==> src/rtl/pc_gen.sv <==
// -----------------------------------------------------------------------------
// pc_gen -- program-counter generator for the multi-cycle fetch stage.
//
// Selects the next PC from sequential, branch, jump, call/return, exception
// and exception-return sources. A circular return-address stack (RAS) supplies
// return targets and an exception PC register (EPC) supplies the
// exception-return target. All state updates on the falling edge of clk.
//
// Ports:
//   clk        : clock; state updates on the falling edge
//   Rst_n      : asynchronous active-low reset
//   Write_PC   : update enable; when low all state holds
//   PC_s[2:0]  : next-PC select (seq/branch/jump/call/ret/exc/eret/hold)
//   B          : branch target
//   F          : jump, call, or fallback return target
//   PC         : current PC
//   EPC        : saved exception PC
//   ras_empty  : RAS holds no entries
//   ras_full   : RAS holds RAS_DEPTH entries
//   ras_err    : sticky RAS overflow/underflow flag, cleared only by reset
// -----------------------------------------------------------------------------
module pc_gen #(
  parameter int unsigned      WIDTH      = 32,
  parameter logic [WIDTH-1:0] RESET_ADDR = {WIDTH{1'b0}},
  parameter logic [WIDTH-1:0] EXC_VECTOR = WIDTH'(32'h0000_0008),
  parameter int unsigned      RAS_DEPTH  = 4
) (
  input  logic             clk,
  input  logic             Rst_n,
  input  logic             Write_PC,
  input  logic [2:0]       PC_s,
  input  logic [WIDTH-1:0] B,
  input  logic [WIDTH-1:0] F,
  output logic [WIDTH-1:0] PC,
  output logic [WIDTH-1:0] EPC,
  output logic             ras_empty,
  output logic             ras_full,
  output logic             ras_err
);

  localparam int unsigned PTR_W = (RAS_DEPTH > 1) ? $clog2(RAS_DEPTH) : 1;
  localparam int unsigned CNT_W = PTR_W + 1;

  localparam logic [CNT_W-1:0] CNT_FULL   = CNT_W'(RAS_DEPTH);
  localparam logic [CNT_W-1:0] CNT_ZERO   = {CNT_W{1'b0}};
  localparam logic [CNT_W-1:0] CNT_ONE    = CNT_W'(1'b1);
  localparam logic [PTR_W-1:0] PTR_ZERO   = {PTR_W{1'b0}};
  localparam logic [PTR_W-1:0] PTR_ONE    = PTR_W'(1'b1);
  localparam logic [WIDTH-1:0] ALIGN_MASK = {{(WIDTH-2){1'b1}}, 2'b00};
  localparam logic [WIDTH-1:0] PC_STEP    = WIDTH'(3'd4);

  localparam logic [2:0] SEL_SEQ  = 3'b000;
  localparam logic [2:0] SEL_BR   = 3'b001;
  localparam logic [2:0] SEL_JMP  = 3'b010;
  localparam logic [2:0] SEL_CALL = 3'b011;
  localparam logic [2:0] SEL_RET  = 3'b100;
  localparam logic [2:0] SEL_EXC  = 3'b101;
  localparam logic [2:0] SEL_ERET = 3'b110;
  localparam logic [2:0] SEL_HOLD = 3'b111;

  // Word-align a target before it is loaded into PC.
  function automatic logic [WIDTH-1:0] align_f(input logic [WIDTH-1:0] addr);
    return addr & ALIGN_MASK;
  endfunction

  logic [WIDTH-1:0] r_pc;
  logic [WIDTH-1:0] r_epc;
  logic [PTR_W-1:0] r_top;   // index of the current top-of-stack entry
  logic [CNT_W-1:0] r_cnt;
  logic             r_err;
  logic [WIDTH-1:0] r_ras [RAS_DEPTH];

  logic [WIDTH-1:0] w_pc_inc;
  logic [WIDTH-1:0] w_ras_top;
  logic [WIDTH-1:0] w_pc_nxt;
  logic [WIDTH-1:0] w_epc_nxt;
  logic [PTR_W-1:0] w_top_nxt;
  logic [CNT_W-1:0] w_cnt_nxt;
  logic             w_err_nxt;
  logic             w_push;

  // Natural modulo-2^WIDTH wrap gives the silent roll-over to zero.
  assign w_pc_inc  = r_pc + PC_STEP;
  assign w_ras_top = r_ras[r_top];

  // Next-state selection for PC, EPC and the RAS bookkeeping.
  always_comb begin
    w_pc_nxt  = r_pc;
    w_epc_nxt = r_epc;
    w_top_nxt = r_top;
    w_cnt_nxt = r_cnt;
    w_err_nxt = r_err;
    w_push    = 1'b0;
    if (Write_PC) begin
      case (PC_s)
        SEL_SEQ:  w_pc_nxt = w_pc_inc;
        SEL_BR:   w_pc_nxt = align_f(B);
        SEL_JMP:  w_pc_nxt = align_f(F);
        SEL_CALL: begin
          w_pc_nxt  = align_f(F);
          w_push    = 1'b1;
          // The slot after top is the oldest entry when full, so a full
          // push overwrites it and the count saturates.
          w_top_nxt = r_top + PTR_ONE;
          if (r_cnt == CNT_FULL) begin
            w_err_nxt = 1'b1;
          end else begin
            w_cnt_nxt = r_cnt + CNT_ONE;
          end
        end
        SEL_RET: begin
          if (r_cnt != CNT_ZERO) begin
            w_pc_nxt  = align_f(w_ras_top);
            w_top_nxt = r_top - PTR_ONE;
            w_cnt_nxt = r_cnt - CNT_ONE;
          end else begin
            w_pc_nxt  = align_f(F);
            w_err_nxt = 1'b1;
          end
        end
        SEL_EXC: begin
          w_epc_nxt = w_pc_inc;
          w_pc_nxt  = align_f(EXC_VECTOR);
        end
        SEL_ERET: w_pc_nxt = align_f(r_epc);
        SEL_HOLD: w_pc_nxt = r_pc;
        default:  w_pc_nxt = r_pc;
      endcase
    end else begin
      w_pc_nxt = r_pc;
    end
  end

  // Control state: PC, EPC, RAS pointer/count and sticky error flag.
  always_ff @(negedge clk or negedge Rst_n) begin
    if (!Rst_n) begin
      r_pc  <= RESET_ADDR;
      r_epc <= {WIDTH{1'b0}};
      r_top <= PTR_ZERO;
      r_cnt <= CNT_ZERO;
      r_err <= 1'b0;
    end else begin
      r_pc  <= w_pc_nxt;
      r_epc <= w_epc_nxt;
      r_top <= w_top_nxt;
      r_cnt <= w_cnt_nxt;
      r_err <= w_err_nxt;
    end
  end

  // RAS storage; contents are meaningless while the count says empty, so no reset.
  always_ff @(negedge clk) begin
    if (w_push) begin
      r_ras[w_top_nxt] <= w_pc_inc;
    end else begin
      r_ras[w_top_nxt] <= r_ras[w_top_nxt];
    end
  end

  assign PC        = r_pc;
  assign EPC       = r_epc;
  assign ras_empty = (r_cnt == CNT_ZERO);
  assign ras_full  = (r_cnt == CNT_FULL);
  assign ras_err   = r_err;

endmodule

==> config.mk <==
export PLATFORM = sky130hd
export DESIGN_NAME = pc_gen
export DESIGN_NICKNAME = d
export VERILOG_FILES = /design/src/rtl/pc_gen.sv
export SDC_FILE = /design/constraint.sdc
export NUM_CORES = 1
export LEC_CHECK = 0
export CAP_MARGIN = 25
export CORE_MARGIN = 4
export CORE_UTILIZATION = 59
export DETAILED_ROUTE_END_ITERATION = 16
export PLACE_DENSITY_LB_ADDON = 0.08
export SYNTH_ARGS = -nofsm -noshare
export SYNTH_HDL_FRONTEND = slang
export SYNTH_SLANG_ARGS = --single-unit
==> constraint.sdc <==
create_clock -name clk -period 12.6 [get_ports clk]
set_clock_uncertainty 0.15 [all_clocks]
set_input_delay 2.52 -clock clk [delete_from_list [all_inputs] [get_ports clk]]
set_output_delay 2.52 -clock clk [all_outputs]
set_load 0.03 [all_outputs]
==> flow_summary.json, run 1 <==
{
  "cts_setup_buffers": 0,
  "antenna_cells": 0,
  "io_pins": 137,
  "whs_ns": 0.287,
  "first_pass_iters": 6,
  "power_leakage_nw": 4.73,
  "cp-start-kind": "flop",
  "synth.avg_cell_area_sq_um": 12.9,
  "syn_inst": 692,
  "max_slew_margin": 0.336,
  "synth_enable_flop_cells": 120,
  "clock_latency_ns": 0.47,
  "fin_nets": 1008,
  "cts_tree": "yes",
  "ir_drop_uv": 128,
  "mostFrequentLayoutCells": "130 x inv_1, 127 x clkdlybuf4s50_1, 120 x edfxtp_1, 66 x dfrtn_1, 62 x a21oi_1",
  "grt-ovfl-total": 0,
  "worstSetupEndpointType": "output pin",
  "ctsHoldBuffers": 0,
  "synth_flop_cell": "edfxtp_1",
  "place_area_sq_um": 10500,
  "grt_pass1_wl_microns": 39800,
  "worstReg2RegStart": "r_cnt[0]",
  "drive_gt1_frac": 0.144,
  "drcViolationCount": 0,
  "rows": 44,
  "status": "finished, final reports clean",
  "hold_end": "ras_err",
  "grt_pass1_vias": 7298,
  "io_buffer_count": 128,
  "wl_per_cell_microns": 22.5,
  "max-cap-violations": 0,
  "r2r_setup_slack_ns": 9.54,
  "fin_setup_tns_ns": 0,
  "critPathMaxStageDelay_ns": 0.70,
  "stdcell_area_sq_um": 11500,
  "die_h_microns": 131,
  "clkTransAtPathRegs_ns": 0.05,
  "slowest_stage": "clkdlybuf4s50_1",
  "die_w_microns": 131,
  "r2r_cells": 7,
  "htreeDepth": 4,
  "core_area_sq_um": 14700,
  "wl_met1_microns": 9960,
  "path_delay_family": "buffers and inverters",
  "min_from": "ras_err",
  "clockBufferDepth": 2,
  "path_buf_inv": 3,
  "crit_path_max_fanout": 27,
  "yosysSeqAreaShare": 0.587,
  "reg2reg_to": "r_ras[3][18]",
  "vias_per_cell": 6.24,
  "met3_wirelength_microns": 1670,
  "min_path_cells": 1,
  "syn_to_final_growth_pct": 28.5,
  "ctsResizeCount": 0,
  "place_inst": 982,
  "crit_chain": "or3_1 > buf_4 > inv_2 > clkdlybuf4s50_1",
  "synthArstFlopShare": 0.355,
  "grt.total_usage": 0.298,
  "ys_types": 58,
  "gp_congestion": 0.891,
  "antenna_found_initial": 0,
  "synth_area_sq_um": 8950,
  "dp_hpwl_microns": 15900,
  "detail-route-antenna-nets": 0,
  "worstMarginPinSlew_ns": 0.996,
  "finalHoldViolations": 0,
  "via_count": 7068,
  "power.density_nw_per_um2": 199,
  "drt_iter0_drc": 754,
  "setup_viol": 0,
  "power_mw": 2.28,
  "crit_required_ns": 9.93,
  "ys_warn_count": 0,
  "cts_buffers": 17,
  "grt_max_degree": 44,
  "rsz0062_at_grt": "false",
  "dr.max_layer_used": "met4",
  "worstPathArrival_ns": 8.73,
  "die_area_sq_um": 17200,
  "cts_root_buf": "clkbuf_16",
  "critPathKind": "flop to output pin",
  "final-max-slew-violation-count": 0,
  "cts_sinks": 186,
  "worstHoldPathType": "flop to flop",
  "fin_cells": 1133,
  "wirelength_microns": 25500,
  "initial_core_util": 0.609,
  "ys_ff_latch": 186,
  "wl_met2_microns": 13000,
  "final_common_cell": "inv_1"
}
sequential cells by signal, summed over array words and instances, names as in the netlist:
signal	count
r_ras	120
EPC	30
PC	30
r_cnt	3
r_top	2
ras_err	1
Yosys cell counts (all sizes together), types with 2 or more instances:
library cell | n | area, sq um
edfxtp | 120 | 3600
dfrtn | 66 | 1650
a21oi | 62 | 310
o22ai | 47 | 294
o21ai | 45 | 225
nand2 | 43 | 161
mux2 | 30 | 338
mux4 | 30 | 676
clkbuf | 26 | 98.8
nor2 | 26 | 105
buf | 23 | 125
nand2b | 22 | 138
mux2i | 21 | 210
xnor2 | 21 | 199
nand3 | 15 | 75.1
xor2 | 13 | 121
inv | 12 | 45.0
nor3 | 11 | 66.3
and3 | 8 | 62.6
nand4 | 7 | 71.3
a31oi | 4 | 25.0
and2 | 4 | 26.3
or3 | 4 | 26.3
a221o | 3 | 30.0
a2bb2oi | 3 | 26.3
a311oi | 3 | 26.3
nor4 | 3 | 18.8
o221ai | 3 | 26.3
o22a | 3 | 26.3
a221oi | 2 | 17.5
o211a | 2 | 20.0
routing by layer:
layer	vias up	global-route usage
met5	-	0
met4	0	0.132
met3	82	0.0516
met2	372	0.518
met1	3486	0.370
li1	3128	-
how the worst max path moves through the flow:
stage / start / to / slack, ns / depth (start not counted)
2_1_floorplan: PC_s[1] / r_ras[1][10] / 0.74 / 6
3_3_place_gp: PC_s[0] / EPC[24] / 1.08 / 5
3_5_place_dp: PC_s[0] / EPC[24] / 1.02 / 5
4_1_cts: r_cnt[1] / ras_empty / 1.19 / 4
5_1_grt: r_cnt[1] / ras_empty / 1.13 / 4
6_report: r_cnt[1] / ras_empty / 1.20 / 4
logic make-up after synthesis:
group | synth area share
and+or+nand+nor | 0.0859
xor gates and xnor gates | 0.0358
AOI/OAI and AO/OA | 0.120
muxes | 0.137
other | 0.000419
buffers and inverters | 0.0301
DFF | 0.587
adders and majority gates | 0.00364
metrics by stage:
stage	util	worst slack [ns]
after detailed placement	0.711	1.02
final	0.782	1.20
after global placement	0.711	1.08
after CTS	0.782	1.19
after floorplan	-	0.739
after global routing	0.782	1.13
layout make-up:
class	instances	area, sq um
Clock inverter	130	528
Fill cell	907	3210
Sequential cell	186	5260
Inverter	11	41.3
Tap cell	184	230
Timing Repair Buffer	152	1460
Clock buffer	22	518
Multi-Input combinational cell	448	3460
report_power, final:
group	switching, mW	leakage (nW)	internal [mW]
combinational	0.403	1.93	0.330
sequential	0.0956	1.86	0.762
clock	0.345	0.937	0.348
total	0.843	4.73	1.44
(Power assumes the default switching activity.)
==> run 2: changes to the inputs <==
--- a/config.mk
+++ b/config.mk
@@ -10,6 +10,7 @@
 export CORE_UTILIZATION = 59
 export DETAILED_ROUTE_END_ITERATION = 16
 export PLACE_DENSITY_LB_ADDON = 0.08
+export SLEW_MARGIN = 20
 export SYNTH_ARGS = -nofsm -noshare
 export SYNTH_HDL_FRONTEND = slang
 export SYNTH_SLANG_ARGS = --single-unit
==> results of run 2 <==
Same layout as run 1: the final DEF is identical, and so are final timing and power.
